### src/rtl/bridge_sensor_conditioner.sv
// Bridge sensor conditioner: sync + debounce of four field contacts.
// Optional stuck-beam fault detection under BRIDGE_SENSOR_FAULT_EN.
module bridge_sensor_conditioner #(
  parameter int DB_CYCLES    = 16,
  parameter int DB_W         = 8,
  parameter int FAULT_CYCLES = 1000,
  parameter int FAULT_W      = 16
) (
  input  logic Clk,
  input  logic Reset,
  input  logic CarInRaw,
  input  logic CarOutRaw,
  input  logic BoatRaw,
  input  logic PwrBtnRaw,
  output logic CAIN,
  output logic CAO,
  output logic BS,
  output logic PB,
  output logic Fault
);

  localparam int NCH = 4;
  localparam int CH_IN  = 0;
  localparam int CH_OUT = 1;
  localparam int CH_BT  = 2;
  localparam int CH_PB  = 3;
  localparam logic [DB_W-1:0] DB_LAST = DB_W'(DB_CYCLES - 1);

  logic [NCH-1:0] raw;
  logic [NCH-1:0] s1_q;
  logic [NCH-1:0] s2_q;
  logic [NCH-1:0] stable_q;
  logic [NCH-1:0] stable_d;
  logic [NCH-1:0] rise_d;
  logic [DB_W-1:0] cnt_q [NCH];
  logic [DB_W-1:0] cnt_d [NCH];
  logic cain_q;
  logic cao_q;
  logic pb_q;

  assign raw = {PwrBtnRaw, BoatRaw, CarOutRaw, CarInRaw};

  // Debounce next-state: accept s2 only after DB_CYCLES differing samples
  always_comb begin
    stable_d = stable_q;
    rise_d   = '0;
    for (int i = 0; i < NCH; i++) begin
      cnt_d[i] = '0;
      if (s2_q[i] != stable_q[i]) begin
        if (cnt_q[i] == DB_LAST) begin
          stable_d[i] = s2_q[i];
          rise_d[i]   = s2_q[i];
        end else begin
          cnt_d[i] = cnt_q[i] + 1'b1;
        end
      end
    end
  end

  // Synchronizers, debouncers and edge-derived outputs
  always_ff @(posedge Clk) begin
    if (Reset) begin
      s1_q     <= '0;
      s2_q     <= '0;
      stable_q <= '0;
      for (int i = 0; i < NCH; i++) cnt_q[i] <= '0;
      cain_q   <= 1'b0;
      cao_q    <= 1'b0;
      pb_q     <= 1'b0;
    end else begin
      s1_q     <= raw;
      s2_q     <= s1_q;
      stable_q <= stable_d;
      for (int i = 0; i < NCH; i++) cnt_q[i] <= cnt_d[i];
      cain_q   <= rise_d[CH_IN];
      cao_q    <= rise_d[CH_OUT];
      pb_q     <= pb_q ^ rise_d[CH_PB];
    end
  end

  assign CAIN = cain_q;
  assign CAO  = cao_q;
  assign BS   = stable_q[CH_BT];
  assign PB   = pb_q;

`ifdef BRIDGE_SENSOR_FAULT_EN
  localparam logic [FAULT_W-1:0] F_LIM = FAULT_W'(FAULT_CYCLES);

  logic [FAULT_W-1:0] fin_q, fin_d;
  logic [FAULT_W-1:0] fout_q, fout_d;
  logic fault_q, fault_d;

  // Blocked-time counters; saturate so a long block cannot wrap
  always_comb begin
    fin_d  = '0;
    fout_d = '0;
    if (stable_q[CH_IN])
      fin_d = (fin_q == '1) ? fin_q : fin_q + 1'b1;
    if (stable_q[CH_OUT])
      fout_d = (fout_q == '1) ? fout_q : fout_q + 1'b1;
    fault_d = fault_q | (fin_d >= F_LIM) | (fout_d >= F_LIM);
  end

  // Fault counters and sticky flag
  always_ff @(posedge Clk) begin
    if (Reset) begin
      fin_q   <= '0;
      fout_q  <= '0;
      fault_q <= 1'b0;
    end else begin
      fin_q   <= fin_d;
      fout_q  <= fout_d;
      fault_q <= fault_d;
    end
  end

  assign Fault = fault_q;
`else
  logic unused_fault_cfg;
  assign unused_fault_cfg = ^{FAULT_CYCLES[0], FAULT_W[0]};
  assign Fault = 1'b0;
`endif

endmodule
### config.mk
export PLATFORM = sky130hd
export DESIGN_NAME = bridge_sensor_conditioner
export DESIGN_NICKNAME = d
export VERILOG_FILES = /design/src/rtl/bridge_sensor_conditioner.sv
export SDC_FILE = /design/constraint.sdc
export NUM_CORES = 1
export LEC_CHECK = 0
export CORE_ASPECT_RATIO = 1.75
export CORE_MARGIN = 1
export CORE_UTILIZATION = 40
export DETAILED_ROUTE_END_ITERATION = 10
export REMOVE_ABC_BUFFERS = 1
export SKIP_LAST_GASP = 1
export SYNTH_ARGS = -nofsm -noshare
export SYNTH_HDL_FRONTEND = slang
export SYNTH_SLANG_ARGS = --single-unit
### constraint.sdc
create_clock -name Clk -period 2.94 [get_ports Clk]
set_input_delay 0.882 -clock Clk [delete_from_list [all_inputs] [get_ports Clk]]
set_output_delay 0.882 -clock Clk [all_outputs]
set_load 0.02 [all_outputs]
==> results.py <==
metrics = {
    "routing": {
        "vias_per_cell": 5.23,
        "wire_per_inst_um": 11.0,
        "first_iter_violations": 17,
        "first_pass_iters": 4,
        "post-route-drc-count": 0,
        "totalWireLength_um": 2960,
        "ant_nets": 0,
        "vias": 1413,
    },
    "power_and_ir_drop": {
        "power_leakage_nw": 0.713,
        "pwr_density_cell_mw_per_mm2": 542,
        "peakVddDrop_mv": 0.477,
    },
    "placed_design": {
        "place_hpwl_um": 2160,
        "dp.cells": 262,
        "place_area_mm2": 0.00200,
        "finalWeightedCongestion": 0.706,
        "portBuffers": 9,
    },
    "yosys": {
        "yosys_most_used_dff": "dfxtp_1",
        "ys_warn_count": 0,
        "synth_seq_area_share_pct": 50.8,
        "ys_ff_latch": 47,
        "synth_area_mm2": 0.00185,
        "syn_inst": 203,
        "synth-edff-count": 0,
        "yosysUniqueCellTypes": 32,
        "synthArstFlopShare_pct": 0,
        "avgSynthCellArea_um2": 9.13,
    },
    "sta": {
        "fin_setup_tns_ps": 0,
        "finClkSkew_ps": 10.5,
        "hold_viol_final": 0,
        "finalSetupViolCount": 0,
        "finalMaxSlewViolations": 0,
        "relSlewSlack_pct": 61.2,
        "tightest_slew_ps": 577,
        "rsz0062_at_grt": "no",
        "period_minus_slack_ps": 2160,
        "post-route-period-util_pct": 73.6,
        "fin_hold_ws_ps": 441,
        "fmax_mhz": 462,
    },
    "critical_path": {
        "reg2regPathDepth": 3,
        "critPathArrivalTime_ps": 1280,
        "max_stage_delay_ps": 620,
        "cp_top_family": "buffers and inverters",
        "rr_endpoint": "cnt_q[2][3]",
        "endpoint": "BS",
        "end_kind": "output pin",
        "startpoint_type": "flop",
        "reg2reg_from": "cnt_q[2][4]",
        "worst-path-buf-inv": 1,
        "criticalPathCategory": "reg -> out",
        "crit_path_top_delay_cell": "clkdlybuf4s50_1",
        "critPathRequiredTime_ps": 2060,
        "path_depth": 1,
        "cp_cell_sequence": "clkdlybuf4s50_1",
        "critPathLaunch": "stable_q[2]",
        "critPathMaxFanout": 3,
        "ff2ff_setup_slack_ps": 1360,
    },
    "global_routing": {
        "grt_max_degree": 16,
        "grt_antenna_before_repair": 0,
        "grtUsageTotal_pct": 15.0,
        "grt_pass1_wl_um": 5480,
        "grt_pass1_vias": 1276,
        "overflow": 0,
    },
    "cells_and_area": {
        "nFillCells": 430,
        "multi_input_area_um2": 867,
        "final_cell_count_no_fill": 270,
        "most-common-layout-cells": "dfxtp_1, a21oi_1, nor2_1, nand2_1, o21ai_0",
        "drive_gt1_share_pct": 8.22,
        "final_common_cell": "dfxtp_1",
        "num_antenna_cells": 0,
        "regArea_um2": 941,
        "utilization_pct": 47.7,
        "nNetsFinal": 228,
        "syn2layout_area_growth_pct": 14.4,
        "final_area_mm2": 0.00212,
    },
    "clocking": {
        "numCtsBuffers": 5,
        "cts_sinks": 47,
        "clk_pin_slew_ps": 90,
        "cts_root_buf": "clkbuf_8",
        "tritoncts": "built",
        "clk_latency_ps": 290,
        "clockBufferDepth": 2,
        "postCtsSetupRepairBufs": 0,
        "post_cts_resized": 0,
        "cts_max_level": 2,
        "cts-hold-fix-buffers": 0,
    },
    "hold_path": {
        "min_path_type": "reg -> reg",
    },
    "run_status": {
        "status": "finished clean",
    },
    "floorplanning": {
        "start_util_pct": 41.7,
        "ios": 11,
        "design.core.area_mm2": 0.00444,
        "die_x_um": 53.5,
        "die_h_um": 92.0,
        "rows": 32,
        "dieArea_mm2": 0.00492,
    },
    "run": {
        "maxCapViolCount": 0,
    },
}
[through the flow]
step                      setup slack, ps  power, mW
after floorplan                      1460      0.673
after global placement                884      0.687
after detailed placement              840      0.687
after CTS                             750       1.17
after global routing                  718       1.20
final                                 775       1.15
[how the worst min path moves through the flow]
stage / slack [ps] / endpoint / startpoint / cells after the start
floorplan: 410 / s2_q[0] / s1_q[0] / 1
global placement: 420 / s2_q[0] / s1_q[0] / 1
detailed placement: 420 / s2_q[2] / s1_q[2] / 1
CTS: 440 / s2_q[2] / s1_q[2] / 1
global route: 460 / s2_q[2] / s1_q[2] / 1
finish: 440 / s2_q[0] / s1_q[0] / 1
[cells by family (layout without fill, tap and decap cells)]
group                      Yosys count  count (layout)  share of synthesized area, %
xor gates and xnor gates            10              10                          4.73
AOI/OAI and AO/OA                   45              45                          13.4
adders and majority gates            4               4                          2.70
DFF                                 47              47                          50.8
muxes                                1               1                         0.608
buffers and inverters               11              27                          2.43
other                                1               1                         0.202
and+or+nand+nor                     84              84                          25.1
[synthesized netlist by cell type (2+ instances only)]
master / number / area [um^2]
a21oi_1: 20 / 100
or3b_2: 3 / 26.3
nand3_1: 12 / 60.1
ha_1: 4 / 50.1
xnor2_1: 4 / 35.0
a311oi_1: 2 / 17.5
a31oi_1: 2 / 12.5
nor2_1: 16 / 60.1
o211ai_1: 3 / 22.5
dfxtp_1: 47 / 941
nand2_1: 16 / 60.1
o21ai_0: 16 / 80.1
or3_1: 13 / 81.3
or4_1: 2 / 15.0
nand4_1: 3 / 18.8
inv_1: 9 / 33.8
xor2_1: 6 / 52.6
nor2b_1: 9 / 56.3
or4_4: 3 / 33.8
[layer usage]
metal | track usage, % | vias to the layer above | part of all wire (%)
li1 | - | 746 | -
met1 | 17.3 | 647 | 45
met2 | 24.5 | 18 | 51
met3 | 3.98 | 2 | 2.6
met4 | 7.24 | 0 | 1.3
met5 | 0 | - | 0
[flip-flops by register name, indices dropped and copies added (netlist names)]
| register | cells |
|---|---|
| cnt_q | 32 |
| s1_q | 4 |
| s2_q | 4 |
| stable_q | 4 |
| CAIN | 1 |
| CAO | 1 |
| PB | 1 |
[cell type report]
| type | instances | share of cell area, % |
|---|---|---|
| well taps | 51 | 3.01 |
| clock inverters | 2 | 1.65 |
| repair buffers | 10 | 4.60 |
| clock buffers | 6 | 3.89 |
| multi-input cells | 145 | 40.9 |
| flip-flops and latches | 47 | 44.4 |
| inverters | 9 | 1.59 |
[where the power goes]
group | internal (mW) | leakage [nW] | switching, mW | total, mW
Combinational | 0.0124 | 0.271 | 0.0129 | 0.0253
Sequential | 0.643 | 0.380 | 0.00349 | 0.646
Clock | 0.275 | 0.0612 | 0.204 | 0.479
Power figures use the tool's default switching activity.
==> RTL change 1: new RTL, same settings <==
Remove the register `cain_q`: a continuous assignment takes its place, so the output `CAIN` follows one clock earlier.
--- a/src/rtl/bridge_sensor_conditioner.sv
+++ b/src/rtl/bridge_sensor_conditioner.sv
@@ -66,3 +66,2 @@
       for (int i = 0; i < NCH; i++) cnt_q[i] <= '0;
-      cain_q   <= 1'b0;
       cao_q    <= 1'b0;
@@ -74,3 +73,2 @@
       for (int i = 0; i < NCH; i++) cnt_q[i] <= cnt_d[i];
-      cain_q   <= rise_d[CH_IN];
       cao_q    <= rise_d[CH_OUT];
@@ -79,2 +77,4 @@
   end
+
+  assign cain_q = rise_d[CH_IN];
 
Check against the original RTL: same outputs for any inputs over 10 cycles, from zero or initial values and one cycle with Reset high; that may be too few to reach the edited logic, so the function may still have changed.
==> RTL change 1 against the original RTL <==
Count of clock-buffer cells in the layout shrank 1; total power fell by 2.3%; register-to-register slack better by 0.02 ns; first-iteration DRC count decreased by 24%; wire length increased by 6.8%; sequential power fell by 2%; highest routed layer unchanged; synthesized cell count rose by 0.99%; setup slack got worse by 0.51 ns; final area down 0.18%; sequential share of layout area down 0.87 points; sequential cell count fell by 1; area after synthesis hardly changed.
==> RTL change 1: results (changes against the original RTL) <==
ROUTING
-------------------------------------------------------------------------------------------
DR WL met3                                                                            96 um   +25%
Average wire length per cell after detail routing                                   11.6 um   +6.0%
Number of design-rule violations left by the first detailed-router iteration             13   -4
Total wirelength of the detailed-routed design                                      3160 um   +6.8%
Routed wire length on met2                                                          1660 um   +10%
Met1 wire length                                                                    1330 um   -0.67%
Average via count per standard cell                                                    5.43   +3.7%

GRT
-------------------------------------------------------------------------------------------
Met2 GRT Util                                                                         0.273   +0.0281
First-pass GRT wire length                                                          5440 um   -0.75%
Vias in the first global route                                                         1391   +9.0%

POWER AND IR DROP
-------------------------------------------------------------------------------------------
P_leak                                                                             0.696 nW   -2.3%
IR Drop Worst-Case VDD                                                               534 uV   +12%
Cell internal pwr                                                                  0.894 mW   -3.9%
Seq. pwr                                                                           0.633 mW   -2%
Seq pwr share                                                                         0.563   about the same

PLACE
-------------------------------------------------------------------------------------------
Total placed cells including tap cells                                                  264   +0.76%
Last weighted congestion value of the routability-driven placer                       0.757   +7.3%
Worst slack after detailed placement                                               0.250 ns   -0.590 ns

OUTCOME
-------------------------------------------------------------------------------------------
Run status                                                                     finished clean

SETUP PATH
-------------------------------------------------------------------------------------------
Critical Path Fanout Max                                                                  8   +5
Top delay family on crit path                                                  simple AND/OR/NAND/NOR gates
Arrival time worst endpoint                                                         1.79 ns   +0.51 ns
Peak per-stage delay on the critical path                                           0.40 ns   -0.22 ns

TIMING
-------------------------------------------------------------------------------------------
Layout Skew                                                                      0.00798 ns   -0.00248 ns
Worst Max-Slew Pin Slew                                                            0.498 ns   -0.0790 ns

SYNTH
-------------------------------------------------------------------------------------------
Commonest cells post-synth                                                     sky130_fd_sc_hd__dfxtp_1 (46), sky130_fd_sc_hd__a21oi_1 (18), sky130_fd_sc_hd__o21ai_0 (16)
Share of synthesized area spent on multiplexers                                           0   -0.00608
Share of the synthesized netlist area taken by xor and xnor gates                    0.0425   -0.00476
Fraction of the mapped netlist area in compound gates                                 0.147   +0.0127
Synth cell types                                                                         33   +3.1%
Sequential element share of the synthesized area                                      0.497   -0.0111

FINAL LAYOUT
-------------------------------------------------------------------------------------------
Final non-filler cell area                                                       2120 sq um   -0.18%
Fraction of layout instances using a drive strength above 1                          0.0633   -0.0188
Number of nets in the layout                                                            230   +0.88%

[RTL change 1: changes by cell type in the layout (fill, tap and decap cells not counted), sizes merged, moves of 3 or more]
cell,delta
nand2,-3
nand4,+3
nor2,-4
nor4,+3
nand2b,+3
[RTL change 1: what timing repair did]
action,CTS,global route
gates resized for setup,1,0
hold buffers,0,0
setup endpoints to repair,1,0
[RTL change 1: final cells by class]
cell class | instances | area share
clock buffer | 5 | 0.0325
clock inverter | 3 | 0.0213
inverter | 10 | 0.0177
multi-input combinational | 147 | 0.418
sequential | 46 | 0.435
tap | 51 | 0.0301
timing repair buffer | 10 | 0.0455
[RTL change 1: path summary, 6_finish.rpt]
check	from	endpoint	slack, ns	cells past startpoint
worst max-delay path	cnt_q[0][0]	CAIN	0.27	4
worst min-delay path	s1_q[3]	s2_q[3]	0.44	1
worst max register to register	cnt_q[1][5]	cnt_q[1][3]	1.38	3
worst min register to register	s1_q[3]	s2_q[3]	0.44	1
==> RTL change 2: new RTL, same settings <==
Made on the original files. `DB_W`: 8 -> 9.
--- a/src/rtl/bridge_sensor_conditioner.sv
+++ b/src/rtl/bridge_sensor_conditioner.sv
@@ -4,3 +4,3 @@
   parameter int DB_CYCLES    = 16,
-  parameter int DB_W         = 8,
+  parameter int DB_W         = 9,
   parameter int FAULT_CYCLES = 1000,
Function: no difference found for any inputs over 10 cycles, from zero or initial values and one cycle with Reset high; that may be too few to reach the edited logic, so the function may still have changed.
==> RTL change 2 against the original RTL <==
Non-clock buffer count unchanged; final area up 10%; setup slack got worse by 0.025 ns; sequential cell count grew 4; total power down 5.8%; fmax down 1.1%; highest routed layer unchanged; count of clock-buffer cells in the layout stayed put; critical path depth unchanged; wire length is 22% higher; clock power shrank 25%; area after synthesis grew 16%.
==> RTL change 2: results (changes against the original RTL) <==
SYNTH
-------------------------------------------------------------------------------------------
Sequential element share of the synthesized area                                      0.475   -0.0325
Synth cell types                                                                         42   +31%
Cell types occupying the most area after synthesis                             sky130_fd_sc_hd__dfxtp_1 (48%), sky130_fd_sc_hd__nand2b_1 (4.1%), sky130_fd_sc_hd__or3_1 (4.1%), sky130_fd_sc_hd__a21oi_1 (3.7%), sky130_fd_sc_hd__o21ai_0 (3.5%)
Commonest cells post-synth                                                     sky130_fd_sc_hd__dfxtp_1 (51), sky130_fd_sc_hd__a21oi_1 (16), sky130_fd_sc_hd__o21ai_0 (15)

POWER AND IR DROP
-------------------------------------------------------------------------------------------
P_leak                                                                             0.724 nW   +1.5%
IR Drop Worst-Case VDD                                                               337 uV   -29%

CTS
-------------------------------------------------------------------------------------------
H-tree levels                                                                             2   unchanged

GRT
-------------------------------------------------------------------------------------------
Maximum number of pins on one net before global-route repair                             14   -2
Vias in the first global route                                                         1469   +15%
Total global routing track utilization                                                0.139   -0.0108

FINAL LAYOUT
-------------------------------------------------------------------------------------------
Number of nets in the layout                                                            251   +10%
Flip-flop count of the largest register after layout                                     36   +13%
Fill cells                                                                              499   +16%
Sequential cell area                                                             1020 sq um   +8.5%
Fraction of layout instances using a drive strength above 1                          0.0417   -0.0405

TIMING
-------------------------------------------------------------------------------------------
Time the final worst path needs with I/O delays and setup                           2.19 ns   +0.0246 ns
Layout Skew                                                                      0.00302 ns   -0.00744 ns
Total of endpoints with negative setup slack in the final report                          0   unchanged
Hold WS                                                                            0.440 ns   -0.00106 ns

SETUP PATH
-------------------------------------------------------------------------------------------
Worst-path cell with the longest stage delay                                   sky130_fd_sc_hd__clkdlybuf4s50_1
RR Endpoint                                                                              PB
Flop2flop setup slack                                                               1.18 ns   -0.18 ns
R2r startpoint                                                                  cnt_q[3][6]
Peak per-stage delay on the critical path                                           0.64 ns   +0.02 ns
Arrival time worst endpoint                                                         1.31 ns   +0.03 ns

ROUTING
-------------------------------------------------------------------------------------------
Total wirelength of the detailed-routed design                                      3600 um   +22%
Number of design-rule violations left by the first detailed-router iteration             20   +3
Total via count in the routed design                                                   1651   +17%

PLACE
-------------------------------------------------------------------------------------------
Placed wire-length estimate                                                         2570 um   +19%
Worst slack after detailed placement                                               0.589 ns   -0.251 ns
Last weighted congestion value of the routability-driven placer                       0.761   +7.8%

HOLD PATH
-------------------------------------------------------------------------------------------
Worst Min Path Start                                                                s1_q[3]
Worst hold endpoint                                                                 s2_q[3]

OUTCOME
-------------------------------------------------------------------------------------------
Run status                                                                     finished clean

-- RTL change 2: where the power goes --
| part | total, mW | switching (mW) | internal [mW] | leakage (nW) |
|---|---|---|---|---|
| clock | 0.358 | 0.199 | 0.159 | 0.0371 |
| combinational | 0.0254 | 0.0115 | 0.0139 | 0.274 |
| sequential | 0.700 | 0.00376 | 0.697 | 0.413 |
| total | 1.08 | 0.214 | 0.870 | 0.724 |
-- RTL change 2: area by class of cell --
cell class | instances | area share
timing repair buffer | 10 | 0.0417
clock buffer | 6 | 0.0310
inverter | 6 | 0.00962
sequential | 51 | 0.436
multi-input combinational | 167 | 0.452
tap | 55 | 0.0294
-- RTL change 2: how the worst max path moves through the flow --
stage / end / from / slack, ns / cells past startpoint
after floorplan: PB / cnt_q[3][6] / 1.30 / 3
after detailed placement: cnt_q[0][3] / Reset / 0.59 / 4
after CTS: BS / stable_q[2] / 0.73 / 1
final: BS / stable_q[2] / 0.75 / 1
after global placement: cnt_q[0][7] / Reset / 0.64 / 4
after global routing: BS / stable_q[2] / 0.68 / 1
-- RTL change 2: per-stage QoR --
| step | power, mW | std cells |
|---|---|---|
| floorplan | 0.729 | 224 |
| global route | 1.13 | 295 |
| global placement | 0.742 | 289 |
| finish | 1.08 | 295 |
| detailed placement | 0.743 | 289 |
| CTS | 1.11 | 295 |
-- RTL change 2: per-layer routing --
layer,share of wire,up-vias,routed length [um],track usage
met4,0.019,0,69,0.0619
li1,-,862,-,-
met2,0.50,16,1800,0.242
met3,0.018,5,63,0.0276
met5,0,-,0,0
met1,0.46,768,1670,0.161
-- RTL change 2: logic make-up (layout without fill, tap and decap cells) --
kind of cell	count (synthesis)	after routing	synth area share
simple gates	98	98	0.268
flops	51	51	0.475
buf+inv	17	22	0.0320
xor+xnor	7	7	0.0285
other cells	1	1	0.00175
compound gates	53	53	0.151
mux	4	4	0.0192
fa+ha+maj	4	4	0.0233
